==> src/rtl/spi_lcd_pkg.sv <==
// Shared types and constants for the SPI LCD transmitter.
// FSM state encoding and the meaning of the LCD D/C line.
package spi_lcd_pkg;

    typedef enum logic [2:0] {
        IDLE,
        SETUP,
        SHIFT_LO,
        SHIFT_HI,
        GAP
    } state_e;

    localparam logic DC_CMD  = 1'b0;
    localparam logic DC_DATA = 1'b1;

endpackage

==> src/rtl/spi_lcd_fifo.sv <==
// Synchronous show-ahead FIFO holding {dc, word} entries for the transmitter.
// Pointers carry one extra wrap bit so full and empty are distinguishable.
module spi_lcd_fifo #(
    parameter int WIDTH = 9,
    parameter int DEPTH = 8
) (
    input  logic             clk,
    input  logic             rst_n,
    input  logic             push_i,
    input  logic [WIDTH-1:0] wdata_i,
    input  logic             pop_i,
    output logic [WIDTH-1:0] rdata_o,
    output logic             full_o,
    output logic             empty_o
);

    localparam int AW = $clog2(DEPTH);

    logic [WIDTH-1:0] mem_q [DEPTH];
    logic [AW:0]      wr_ptr_q;
    logic [AW:0]      rd_ptr_q;
    logic             do_push;
    logic             do_pop;

    assign do_push = push_i && !full_o;
    assign do_pop  = pop_i && !empty_o;
    assign empty_o = (wr_ptr_q == rd_ptr_q);
    assign full_o  = (wr_ptr_q[AW] != rd_ptr_q[AW]) &&
                     (wr_ptr_q[AW-1:0] == rd_ptr_q[AW-1:0]);
    assign rdata_o = mem_q[rd_ptr_q[AW-1:0]];

    // Storage array; contents are don't-care until written, so no reset.
    always_ff @(posedge clk) begin
        if (do_push) begin
            mem_q[wr_ptr_q[AW-1:0]] <= wdata_i;
        end
    end

    // Read and write pointers advance on accepted push/pop only.
    always_ff @(posedge clk or negedge rst_n) begin
        if (!rst_n) begin
            wr_ptr_q <= '0;
            rd_ptr_q <= '0;
        end else begin
            if (do_push) wr_ptr_q <= wr_ptr_q + 1'b1;
            if (do_pop)  rd_ptr_q <= rd_ptr_q + 1'b1;
        end
    end

endmodule

==> src/rtl/spi_lcd_tx.sv <==
// SPI mode-0 transmitter for LCD controllers with a command/data FIFO.
// Consecutive words with the same D/C value share one cs_n frame.
// Optional MISO capture is enabled by defining SPI_LCD_TX_MISO_EN.
module spi_lcd_tx
    import spi_lcd_pkg::*;
#(
    parameter int DATA_W     = 8,
    parameter int FIFO_DEPTH = 8,
    parameter int CLK_DIV    = 4,
    parameter int CS_GAP     = 2
) (
    input  logic              clk,
    input  logic              rst_n,
    input  logic              in_valid,
    input  logic              in_dc,
    input  logic [DATA_W-1:0] in_data,
    output logic              in_ready,
    output logic              sclk,
    output logic              mosi,
    output logic              cs_n,
    output logic              lcd_dc,
    output logic              busy,
    output logic              word_done
`ifdef SPI_LCD_TX_MISO_EN
    ,
    input  logic              miso,
    output logic [DATA_W-1:0] rx_data,
    output logic              rx_valid
`endif
);

    localparam int              BW         = $clog2(DATA_W + 1);
    localparam logic [7:0]      DIV_RELOAD = 8'(CLK_DIV - 1);
    localparam logic [3:0]      GAP_RELOAD = 4'(CS_GAP - 1);
    localparam logic [BW-1:0]   BIT_FULL   = BW'(DATA_W);
    localparam logic [BW-1:0]   BIT_ONE    = BW'(1);

    state_e              state_q, state_d;
    logic [7:0]          div_q, div_d;
    logic [BW-1:0]       bit_q, bit_d;
    logic [3:0]          gap_q, gap_d;
    logic [DATA_W-1:0]   sh_q, sh_d;
    logic                cs_n_q, cs_n_d;
    logic                sclk_q, sclk_d;
    logic                dc_q, dc_d;
    logic                wd_q, wd_d;
    logic                load;

    logic [DATA_W:0]     fifo_rdata;
    logic                fifo_full;
    logic                fifo_empty;
    logic [DATA_W-1:0]   fifo_word;
    logic                fifo_dc;

    assign fifo_word = fifo_rdata[DATA_W-1:0];
    assign fifo_dc   = fifo_rdata[DATA_W];

    spi_lcd_fifo #(
        .WIDTH (DATA_W + 1),
        .DEPTH (FIFO_DEPTH)
    ) u_fifo (
        .clk     (clk),
        .rst_n   (rst_n),
        .push_i  (in_valid),
        .wdata_i ({in_dc, in_data}),
        .pop_i   (load),
        .rdata_o (fifo_rdata),
        .full_o  (fifo_full),
        .empty_o (fifo_empty)
    );

    assign in_ready  = !fifo_full;
    assign busy      = (state_q != IDLE) || !fifo_empty;
    assign sclk      = sclk_q;
    assign mosi      = sh_q[DATA_W-1];
    assign cs_n      = cs_n_q;
    assign lcd_dc    = dc_q;
    assign word_done = wd_q;

    // Next-state logic; all bus outputs are computed here and registered so
    // they change exactly on the state transition edge.
    always_comb begin
        state_d = state_q;
        div_d   = (div_q != 8'd0) ? div_q - 8'd1 : div_q;
        bit_d   = bit_q;
        gap_d   = gap_q;
        sh_d    = sh_q;
        cs_n_d  = cs_n_q;
        sclk_d  = sclk_q;
        dc_d    = dc_q;
        wd_d    = 1'b0;
        load    = 1'b0;
        unique case (state_q)
            IDLE: begin
                if (!fifo_empty) begin
                    load    = 1'b1;
                    state_d = SETUP;
                    cs_n_d  = 1'b0;
                end
            end
            SETUP, SHIFT_LO: begin
                if (div_q == 8'd0) begin
                    state_d = SHIFT_HI;
                    div_d   = DIV_RELOAD;
                    sclk_d  = 1'b1;
                end
            end
            SHIFT_HI: begin
                if (div_q == 8'd0) begin
                    sclk_d = 1'b0;
                    div_d  = DIV_RELOAD;
                    if (bit_q == BIT_ONE) begin
                        wd_d = 1'b1;
                        if (!fifo_empty && (fifo_dc == dc_q)) begin
                            load    = 1'b1;
                            state_d = SHIFT_LO;
                        end else begin
                            state_d = GAP;
                            cs_n_d  = 1'b1;
                            sh_d    = '0;
                            gap_d   = GAP_RELOAD;
                        end
                    end else begin
                        bit_d   = bit_q - BIT_ONE;
                        sh_d    = {sh_q[DATA_W-2:0], 1'b0};
                        state_d = SHIFT_LO;
                    end
                end
            end
            GAP: begin
                // When work is already waiting at the end of the gap the
                // pass through IDLE is folded into this edge, keeping the
                // cs_n-high time at exactly CS_GAP half-periods.
                if (div_q == 8'd0) begin
                    if (gap_q != 4'd0) begin
                        gap_d = gap_q - 4'd1;
                        div_d = DIV_RELOAD;
                    end else if (!fifo_empty) begin
                        load    = 1'b1;
                        state_d = SETUP;
                        cs_n_d  = 1'b0;
                    end else begin
                        state_d = IDLE;
                    end
                end
            end
            default: state_d = IDLE;
        endcase
        if (load) begin
            sh_d  = fifo_word;
            dc_d  = fifo_dc;
            bit_d = BIT_FULL;
            div_d = DIV_RELOAD;
        end
    end

    // State and output registers; reset drops any frame in progress.
    always_ff @(posedge clk or negedge rst_n) begin
        if (!rst_n) begin
            state_q <= IDLE;
            div_q   <= '0;
            bit_q   <= '0;
            gap_q   <= '0;
            sh_q    <= '0;
            cs_n_q  <= 1'b1;
            sclk_q  <= 1'b0;
            dc_q    <= DC_CMD;
            wd_q    <= 1'b0;
        end else begin
            state_q <= state_d;
            div_q   <= div_d;
            bit_q   <= bit_d;
            gap_q   <= gap_d;
            sh_q    <= sh_d;
            cs_n_q  <= cs_n_d;
            sclk_q  <= sclk_d;
            dc_q    <= dc_d;
            wd_q    <= wd_d;
        end
    end

`ifdef SPI_LCD_TX_MISO_EN
    logic [DATA_W-1:0] rx_sh_q;
    logic [DATA_W-1:0] rx_data_q;
    logic              rx_valid_q;

    assign rx_data  = rx_data_q;
    assign rx_valid = rx_valid_q;

    // Sample miso on the edge that raises sclk; publish with word_done.
    always_ff @(posedge clk or negedge rst_n) begin
        if (!rst_n) begin
            rx_sh_q    <= '0;
            rx_data_q  <= '0;
            rx_valid_q <= 1'b0;
        end else begin
            rx_valid_q <= wd_d;
            if (sclk_d && !sclk_q) begin
                rx_sh_q <= {rx_sh_q[DATA_W-2:0], miso};
            end
            if (wd_d) begin
                rx_data_q <= rx_sh_q;
            end
        end
    end
`endif

endmodule

==> config.mk <==
export PLATFORM = sky130hd
export DESIGN_NAME = spi_lcd_tx
export DESIGN_NICKNAME = d
export VERILOG_FILES = /design/src/rtl/spi_lcd_pkg.sv /design/src/rtl/spi_lcd_fifo.sv /design/src/rtl/spi_lcd_tx.sv
export SDC_FILE = /design/constraint.sdc
export NUM_CORES = 1
export LEC_CHECK = 0
export ABC_CLOCK_PERIOD_IN_PS = 3100
export BUFFER_PORTS_ARGS = -buffer_cell sky130_fd_sc_hd__buf_2
export CAP_MARGIN = 20
export CORE_AREA = 10 10 95 180
export DETAILED_ROUTE_END_ITERATION = 10
export DIE_AREA = 0 0 105 190
export HOLD_SLACK_MARGIN = 0.08
export MAX_ROUTING_LAYER = met4
export PLACE_DENSITY = 0.6
export REMOVE_ABC_BUFFERS = 1
export SYNTH_ARGS = -nofsm -noshare
export SYNTH_HDL_FRONTEND = slang
export SYNTH_SLANG_ARGS = --single-unit
==> constraint.sdc <==
create_clock -name clk -period 3.1 [get_ports clk]
set_input_delay 0.155 -clock clk [delete_from_list [all_inputs] [get_ports clk]]
set_output_delay 0.155 -clock clk [all_outputs]
set_load 0.005 [all_outputs]
# Word-level counts from Yosys, hierarchy flattened
# Memories as Yosys holds them, arrays and structs flattened.
# Cells that the tools add are included.
# classes
reduce_logical	25
n_mux	52
eq_ne	19
n_addsub	5
# ops
cell	count
2-to-1 mux 8 bit	10
2-to-1 mux 4 bit	9
2-to-1 mux 3 bit	7
2-to-1 mux 1 bit	20
!= test 2 bit (second input constant)	8
one-hot mux 8 bit (2 select lines)	1
one-hot mux 3 bit (4 select lines)	1
AND reduction 6 bit	2
AND reduction 3 bit	3
adder 4 x 1 -> 4 bit (second input constant)	2
zero test 8 bit	1
one-hot mux 4 bit (2 select lines)	1
nonzero test 2 bit	4
nonzero test 8 bit	1
subtractor 4 x 1 -> 4 bit (second input constant)	2
subtractor 8 x 1 -> 8 bit (second input constant)	1
== test 3 x 2 -> 1 bit (second input constant)	2
one-hot mux 1 bit (3 select lines)	2
nonzero test 3 bit	2
AND reduction 5 bit	1
== test 4 x 1 -> 1 bit (second input constant)	1
== test 4 bit	1
logical AND 1 bit	4
nonzero test 4 bit	1
other kinds (13)	14
# word_totals
out_inout_bits	7
in_bits	12
n_memories	1
ramBits	72
ff_bits	39
# mem_list
memory	depth	width	read_ports	rd_ports_with_merged_regs	write_ports	line_no	source
u_fifo.mem_q	8	9	1	0	1	spi_lcd_fifo.sv:19	logic [WIDTH-1:0] mem_q [DEPTH];

# Longest topological paths before layout
# Gate-level depths: netlist of the first run.
# depth
ltp_word	9
ltp_mapped	10

# Cells and area by module
# Synthesis of the first run repeated with hierarchy kept, for this count alone.
# hier_totals
cells_unflattened	344
area_unflattened_um2	4964.8
# by_module_without_submodules
module	n_inst	area_per_inst_um2	cells_per_inst
spi_lcd_fifo	1	3293.2	162
spi_lcd_tx	1	1671.6	182

# Worst setup path before layout of the first run
# Ideal clock, no wire load.
# synth_path
path_type	reg2reg
from	register u_fifo.rd_ptr_q[0]
to	memory u_fifo.mem_q[0][0], enable pin
stages_incl_launch_ff	8
period_less_slack_ns	2.385
setup_slack_ns	0.715
arrival_time_ns	1.998
required_time_ns	2.713
path_cell_list	dfrtp_1 > buf_4 > xnor2_1 > nand4_1 > and2_1 > clkbuf_1 > nand2b_1 > nor3_1
# synth_via
elab_chain_len	6
# synth_rtl
item	line_no	source
from (decl)	spi_lcd_fifo.sv:21	logic [AW:0] rd_ptr_q;
from (signal assigned)	spi_lcd_fifo.sv:46	if (do_pop) rd_ptr_q <= rd_ptr_q + 1'b1;
== test 3 bit	spi_lcd_fifo.sv:29	(wr_ptr_q[AW-1:0] == rd_ptr_q[AW-1:0]);
logical AND 1 bit	spi_lcd_fifo.sv:28	assign full_o = (wr_ptr_q[AW] != rd_ptr_q[AW]) &&
zero test 1 bit	--	
via in_ready	spi_lcd_tx.sv:17	output logic in_ready,
logical AND 1 bit	spi_lcd_fifo.sv:25	assign do_push = push_i && !full_o;
2-to-1 mux 1 bit	spi_lcd_fifo.sv:34	if (do_push) begin
2-to-1 mux 1 bit (implied by the code)	spi_lcd_fifo.sv:35	mem_q[wr_ptr_q[AW-1:0]] <= wdata_i;
to (decl)	spi_lcd_fifo.sv:19	
# The timed path passes the listed nets, and every way through them passes these cells.

# Worst setup path after layout of the first run
# layout_path
from	register u_fifo.rd_ptr_q[0]
to	register u_fifo.rd_ptr_q[1]
# layout_via
elab_chain_len	8
elab_cells_between_ends	14
# layout_rtl
item	line_no	source
memory read (8 x 9 bit) or == test 4 bit (tied branches)	--	
== test 1 bit or zero test 1 bit (tied branches)	spi_lcd_tx.sv:114, spi_lcd_fifo.sv:26	
logical AND 1 bit	spi_lcd_tx.sv:114	if (!fifo_empty && (fifo_dc == dc_q)) begin
2-to-1 mux 1 bit	spi_lcd_tx.sv:114	
2-to-1 mux 1 bit	spi_lcd_tx.sv:112	if (bit_q == BIT_ONE) begin
2-to-1 mux 1 bit	spi_lcd_tx.sv:109	if (div_q == 8'd0) begin
one-hot mux 1 bit (3 select lines)	spi_lcd_tx.sv:93	unique case (state_q)
logical AND 1 bit	spi_lcd_fifo.sv:26	assign do_pop = pop_i && !empty_o;
# Parallel ways exist; a longest one is shown, timed or not.
# A chain may end at the register's enable or synchronous reset.

==> results of run 1 <==
==> cells by family after synthesis <==
family | after synthesis | share of synthesized area [%]
AND/OR/NAND/NOR | 84 | 9.409
flip-flops | 111 | 65.03
AO/OA/AOI/OAI | 54 | 8.425
buffers and inverters | 27 | 2.436
multiplexers | 23 | 9.539
adder cells (fa/ha/maj) | 8 | 2.074
XOR/XNOR | 17 | 3.084
==> sequential cells by signal (all words and copies together) (netlist names) <==
name,cells
u_fifo.mem_q,72
div_q,8
sh_q,8
bit_q,4
gap_q,4
u_fifo.rd_ptr_q,4
u_fifo.wr_ptr_q,4
state_q,3
cs_n,1
lcd_dc,1
sclk,1
word_done,1
==> layout make-up <==
class                      count  area, um2  area share, %
clock buffer                   9      225.2          4.045
clock inverter                 7      76.32          1.371
inverter                      11      41.29         0.7416
multi-input combinational    186       1570          28.20
sequential                   111       3139          56.38
tap                          192      240.2          4.315
timing repair buffer          40      275.3          4.944
==> cells in the final DEF (no fill, tap or decap), drive strengths merged, types with 3 or more instances in the layout <==
cell	netlist	layout
and2	4	4
xnor2	12	12
a31o	3	3
a22oi	7	7
a211oi	7	7
o31ai	5	5
nand3	4	4
ha	8	8
a21oi	13	13
nor2	24	24
xor2	5	5
dlygate4sd3	0	8
nand2	16	16
clkbuf	9	9
buf	7	32
nand2b	4	4
inv	11	17
nor2b	7	7
dfrtp	38	38
mux2	4	4
nor3b	3	3
o21ai	8	8
mux4	18	18
nor3	6	6
edfxtp	72	72
==> worst reg2reg max path, stage by stage (launching register included) <==
cell	delay [ps]
dfrtp_1	530
mux4_2	540
mux2_2	330
and4_4	210
o21ai_4	210
buf_4	290
mux2_2	360
==> worst min path at each step <==
stage	to	depth (start not counted)	from	slack, ps
finish	u_fifo.mem_q[0][1]$_DFFE_PP_	1	in_data[1]	90
global route	u_fifo.mem_q[0][1]$_DFFE_PP_	1	in_data[1]	90
CTS	u_fifo.mem_q[0][1]$_DFFE_PP_	1	in_data[1]	80
detailed placement	gap_q[3]$_DFFE_PN0P_	1	rst_n	340
global placement	gap_q[3]$_DFFE_PN0P_	1	rst_n	330
floorplan	bit_q[0]$_DFFE_PN0P_	0	rst_n	-140
==> stage by stage <==
| step | hold WS (ps) | util (%) | total power, mW | worst slack [ps] | instances |
|---|---|---|---|---|---|
| final | 85.27 | 39.01 | 4.801 | 510.4 | 556 |
| after floorplan | -140.6 | - | 3.220 | 69.00 | 308 |
| after detailed placement | 337.9 | 36.33 | 3.700 | 489.3 | 532 |
| after CTS | 80.94 | 39.01 | 4.873 | 477.2 | 556 |
| after global placement | 328.8 | 36.33 | 3.650 | 545.0 | 532 |
| after global routing | 94.72 | 39.01 | 5.121 | 301.8 | 556 |
==> routing by layer <==
layer / GRT usage, % / routed length [um] / up-vias
met3: 1.999 / 226 / 17
met2: 18.47 / 5385 / 39
li1: - / - / 1295
met1: 9.860 / 3600 / 1386
met5: - / 0 / -
met4: 4.777 / 198 / 0
==> where the power goes <==
group	internal (mW)	total [mW]	switching, mW
clock network	0.581	1.16	0.584
logic	0.692	1.44	0.751
registers	1.93	2.19	0.259
==> summary.md, run 1 <==
| Metric | Value |
|---|---|
| Leak pwr | 2.027 nW |
| Slowest stage cell, crit path | mux4_2 |
| CTS buffer count | 9 |
| Most common cell in the netlist | edfxtp_1 |
| Async set-reset flop share out of synthesis | 35.14% |
| Fmax | 386.2 MHz |
| CP Class | flop to flop |
| CP dominant cell by count | mux2_2 |
| Worst vdd ir | 0.0002665 V |
| Yosys reg bits | 111 |
| First-pass GRT wire length | 15.26 mm |
| Layout fillers | 1,354 |
| CTS tree | yes |
| Largest stage delay on the critical path | 540 ps |
| Pwr dens | 862.2 nW/um2 |
| Max Cap Viol | 0 |
| R2r endpoint | u_fifo.rd_ptr_q[1]$_DFFE_PN0P_ |
| CP endpoint kind | flop |
| Drt via density | 4.923 |
| Synth cell types | 54 |
| Worst endpoint data arrival time | 2820 ps |
| Worst Skew | 10.03 ps |
| Layout Nets | 379 |
| Worst-Margin Slew | 912.1 ps |
| Clk_lat worst skew | 350 ps |
| Worst min path class | primary input to flop |
| Fin. max-slew vios | 0 |
| Post-synth top cells | edfxtp_1 (72), dfrtp_1 (38), nor2_1 (24), mux4_2 (18), nand2_1 (16) |
| Placed Area | 5186 um2 |
| Synthesis Warnings | 0 |
| Number of synthesized flops with an enable pin | 72 |
| FF-to-FF path depth | 6 |
| H-tree levels | 3 |
| Die width | 105 um |
| Final hold viol count | 0 |
| Min cycle time layout | 2590 ps |
| Initial antenna violation count | 0 |
| Die Ht | 190 um |
| Post-Route WL | 9.410 mm |
| Post-Route Setup TNS | 0 ps |
| Syn Area/Cell | 14.90 um2 |
| Vias | 2,737 |
| Share of post-route cells with drive strength above 1 | 23.63% |
| Hold_buf cts | 8 |
| Worst setup path endpoint | u_fifo.rd_ptr_q[1]$_DFFE_PN0P_ |
| Clk slew on worst S/H paths | 80 ps |
| Register area share after synthesis | 65.03% |
| Iteration-0 DRC Markers | 122 |
| Final ANT Viol Nets | 0 |
| CP cell instances | mux4_2, mux2_2, and4_4, o21ai_4, buf_4, mux2_2 |
| Post-synth top area share | 44.79% |
| Fin crit share | 83.53% |
| Yosys top cell by area | edfxtp_1 |
| Area Growth Syn to Fin | 15.34% |
| Routability cong. | 0.8564 |
| Reg2reg start | u_fifo.rd_ptr_q[0]$_DFFE_PN0P_ |
| Maximum clock path buffer count | 2 |
| CP Max Fanout | 21 |
| Post-CTS setup buffer count | 0 |
| Reg2reg setup slack | 510 ps |
| Routed len/inst | 16.92 um |
| Vias in the first global route | 2,907 |
| CORE AREA | 14,270 um2 |
| DR DRC count | 0 |
| Outcome | finished, final reports clean |
| Synthesized cell area | 4827 um2 |
| Final instance area | 5568 um2 |
| Root Driver | clkbuf_16 |
| RSZ-0062 raised after global routing | no |
| Port bufs | 18 |
| Slew headroom | 39.19% |
| Die ar. | 19,950 um2 |
| Setup crit start | u_fifo.rd_ptr_q[0]$_DFFE_PN0P_ |
| CTS resizes | 0 |
| Top delay family on crit path | multiplexers |
| 1st-pass router iterations | 4 |
| Largest net degree at the start of global routing | 40 |
| Final setup violation count | 0 |
| HPWL after detailed placement | 6.795 mm |
| Inserted Diodes | 0 |
| Worst path required time | 3330 ps |
| Ports | 19 |
| Main synth FF type | edfxtp_1 |
| Worst Setup Start Kind | flop |
| Grt total ovfl | 0 |
| Clk sinks | 111 |
| # rows | 62 |
| Synth area leaders | edfxtp_1 (45%), dfrtp_1 (20%), mux4_2 (8.4%) |
| GRT Total Usage | 10.06% |
| Cell count after synthesis | 324 |
| Bufs and invs on worst path | 1 |
| Stages on the worst setup path | 6 |
| Initial Utilization | 33.82% |
Note: power is estimated with default switching activity, not from simulation.
==> run 2, diff against run 1 <==
- ABC_CLOCK_PERIOD_IN_PS: 3100 -> 2500
- clock period: 3.1 -> 2.5 ns (I/O delays scaled with it)
==> summary.md, run 2 (synthesis results as in run 1) <==
| Metric | Value |
|---|---|
| Outcome | finished, final reports clean |
| Most common cell after layout, fill and taps aside | edfxtp_1 |
| Drt via density | 4.973 |
| CP Max Fanout | 20 |
| H-tree levels | 3 |
| Largest stage delay on the critical path | 510 ps |
| Reg2reg start | u_fifo.rd_ptr_q[0]$_DFFE_PN0P_ |
| Global routing usage on met2 | 18.83% |
| R2r endpoint | sh_q[5]$_DFFE_PN0P_ |
| Slew headroom | 39.49% |
| Max FFs per register | 72 |
| DR DRC count | 0 |
| Slowest stage cell, crit path | mux4_2 |
| Multi-input gate area | 1588 um2 |
| Worst min path class | primary input to flop |
| RSZ-0062 raised after global routing | no |
| Worst Skew | 10.14 ps |
| Share of post-route cells with drive strength above 1 | 25.14% |
| Layout fillers | 1,346 |
| Top delay family on crit path | multiplexers |
| Routed len/inst | 17.01 um |
| Clk sinks | 111 |
| Final ANT Viol Nets | 0 |
| CP Class | flop to flop |
| Global route hottest layer | met2 |
| Non-filler cells, final | 562 |
| CP cell instances | mux4_2, mux2_2, o32ai_4, o21ai_4, buf_12, a211oi_1, a21oi_1 |
| Pre-CTS setup slack | 112.7 ps |
| Fin util | 39.65% |
| Area Growth Syn to Fin | 17.24% |
| Routability cong. | 0.8923 |
| Met1 Resource Use GR | 10.05% |
| Fmax | 429.4 MHz |
| Bufs and invs on worst path | 1 |
| Post-Route Setup TNS | 0 ps |
| Vias | 2,795 |
| HPWL after detailed placement | 6.834 mm |
| Post-Route WL | 9.562 mm |
| Fin. max-slew vios | 0 |
| Worst path required time | 2730 ps |
| Largest net degree at the start of global routing | 40 |
| Met3 usage | 2.237% |
| Inserted Diodes | 0 |
| Clk slew on worst S/H paths | 80 ps |
| Die width | 105 um |
| CP endpoint kind | flop |
| CORE AREA | 14,270 um2 |
| FF-to-FF path depth | 7 |
| Clk_lat worst skew | 350 ps |
| 1st-pass router iterations | 4 |
| Initial Utilization | 33.82% |
| Tot Pwr | 6.061 mW |
| First-pass GRT wire length | 15.48 mm |
| Max Cap Viol | 0 |
| Most frequent cells in the layout | edfxtp_1 (72), dfrtp_1 (38), nor2_1 (24) |
| Worst vdd ir | 0.0003431 V |
| Maximum clock path buffer count | 2 |
| Iteration-0 DRC Markers | 103 |
| Placed Area | 5229 um2 |
| Min cycle time layout | 2329 ps |
| Root Driver | clkbuf_16 |
| Post-CTS setup buffer count | 0 |
| Initial antenna violation count | 0 |
| Reg2reg setup slack | 170 ps |
| Register area | 3139 um2 |
| Grt total ovfl | 0 |
| Final instance area | 5659 um2 |
| Port bufs | 18 |
| Cell depth of the worst hold path | 3 |
| Worst endpoint data arrival time | 2560 ps |
| GRT Total Usage | 10.23% |
| Worst Setup Start Kind | flop |
| Leak pwr | 2.074 nW |
| Worst hold slack | 174.9 ps |
| Min-Delay Endpoint | u_fifo.wr_ptr_q[0]$_DFFE_PN0P_ |
| Die ar. | 19,950 um2 |
| Min-delay src | in_valid |
| Pwr dens | 1071 nW/um2 |
| Worst-Margin Slew | 907.7 ps |
| Final hold viol count | 0 |
| CTS tree | yes |
| CTS buffer count | 9 |
| Vias in the first global route | 2,949 |
| Die Ht | 190 um |
| Ports | 19 |
| Placed instance count | 536 |
| Fin crit share | 93.15% |
| Layout Nets | 385 |
| # rows | 62 |
| PnR worst setup slack | 171.2 ps |
| Final setup violation count | 0 |
-- run 2: worst max-delay path by stage --
| stage | start | to | slack, ps | cells past startpoint |
|---|---|---|---|---|
| 2_1_floorplan | u_fifo.rd_ptr_q[0]$_DFFE_PN0P_ | u_fifo.rd_ptr_q[1]$_DFFE_PN0P_ | -530 | 5 |
| 3_3_place_gp | bit_q[1]$_DFFE_PN0P_ | sh_q[5]$_DFFE_PN0P_ | 210 | 9 |
| 3_5_place_dp | div_q[0]$_DFF_PN0_ | sh_q[5]$_DFFE_PN0P_ | 110 | 9 |
| 4_1_cts | div_q[0]$_DFF_PN0_ | sh_q[5]$_DFFE_PN0P_ | 100 | 9 |
| 5_1_grt | u_fifo.rd_ptr_q[0]$_DFFE_PN0P_ | sh_q[1]$_DFFE_PN0P_ | 5 | 7 |
| 6_report | u_fifo.rd_ptr_q[0]$_DFFE_PN0P_ | sh_q[5]$_DFFE_PN0P_ | 170 | 7 |
-- run 2: worst reg2reg max path, stage by stage (launching register included) --
cell and delay (ps):
dfrtp_1 430, mux4_2 510, mux2_2 330, o32ai_4 300, o21ai_4 150, buf_12 190
a211oi_1 230, a21oi_1 70
-- run 2: final cells by class --
| class | instances | area share (%) |
|---|---|---|
| clock inverter | 7 | 1.548 |
| sequential | 111 | 55.47 |
| timing repair buffer | 46 | 5.969 |
| multi-input combinational | 186 | 28.06 |
| clock buffer | 9 | 3.980 |
| inverter | 11 | 0.7296 |
| tap | 192 | 4.245 |
-- run 2: repair_timing --
item                                    4_1_cts  5_1_grt
hold buffers                                 10        0
endpoints found under the hold margin       110        0
endpoints found under the setup margin        0        4
resized for setup                             0        4
-- run 2: where the power goes --
part           internal, mW  switching [mW]
logic                 0.895           0.945
registers              2.40           0.333
clock network         0.801           0.689
total                  4.09            1.97
-- run 2: routing by layer --
metal,up-vias,wire [um],part of all wire (%)
met4,0,219,2.3
met5,-,0,0
met2,46,5493,57
met1,1422,3635,38
li1,1309,-,-
met3,18,212,2.2
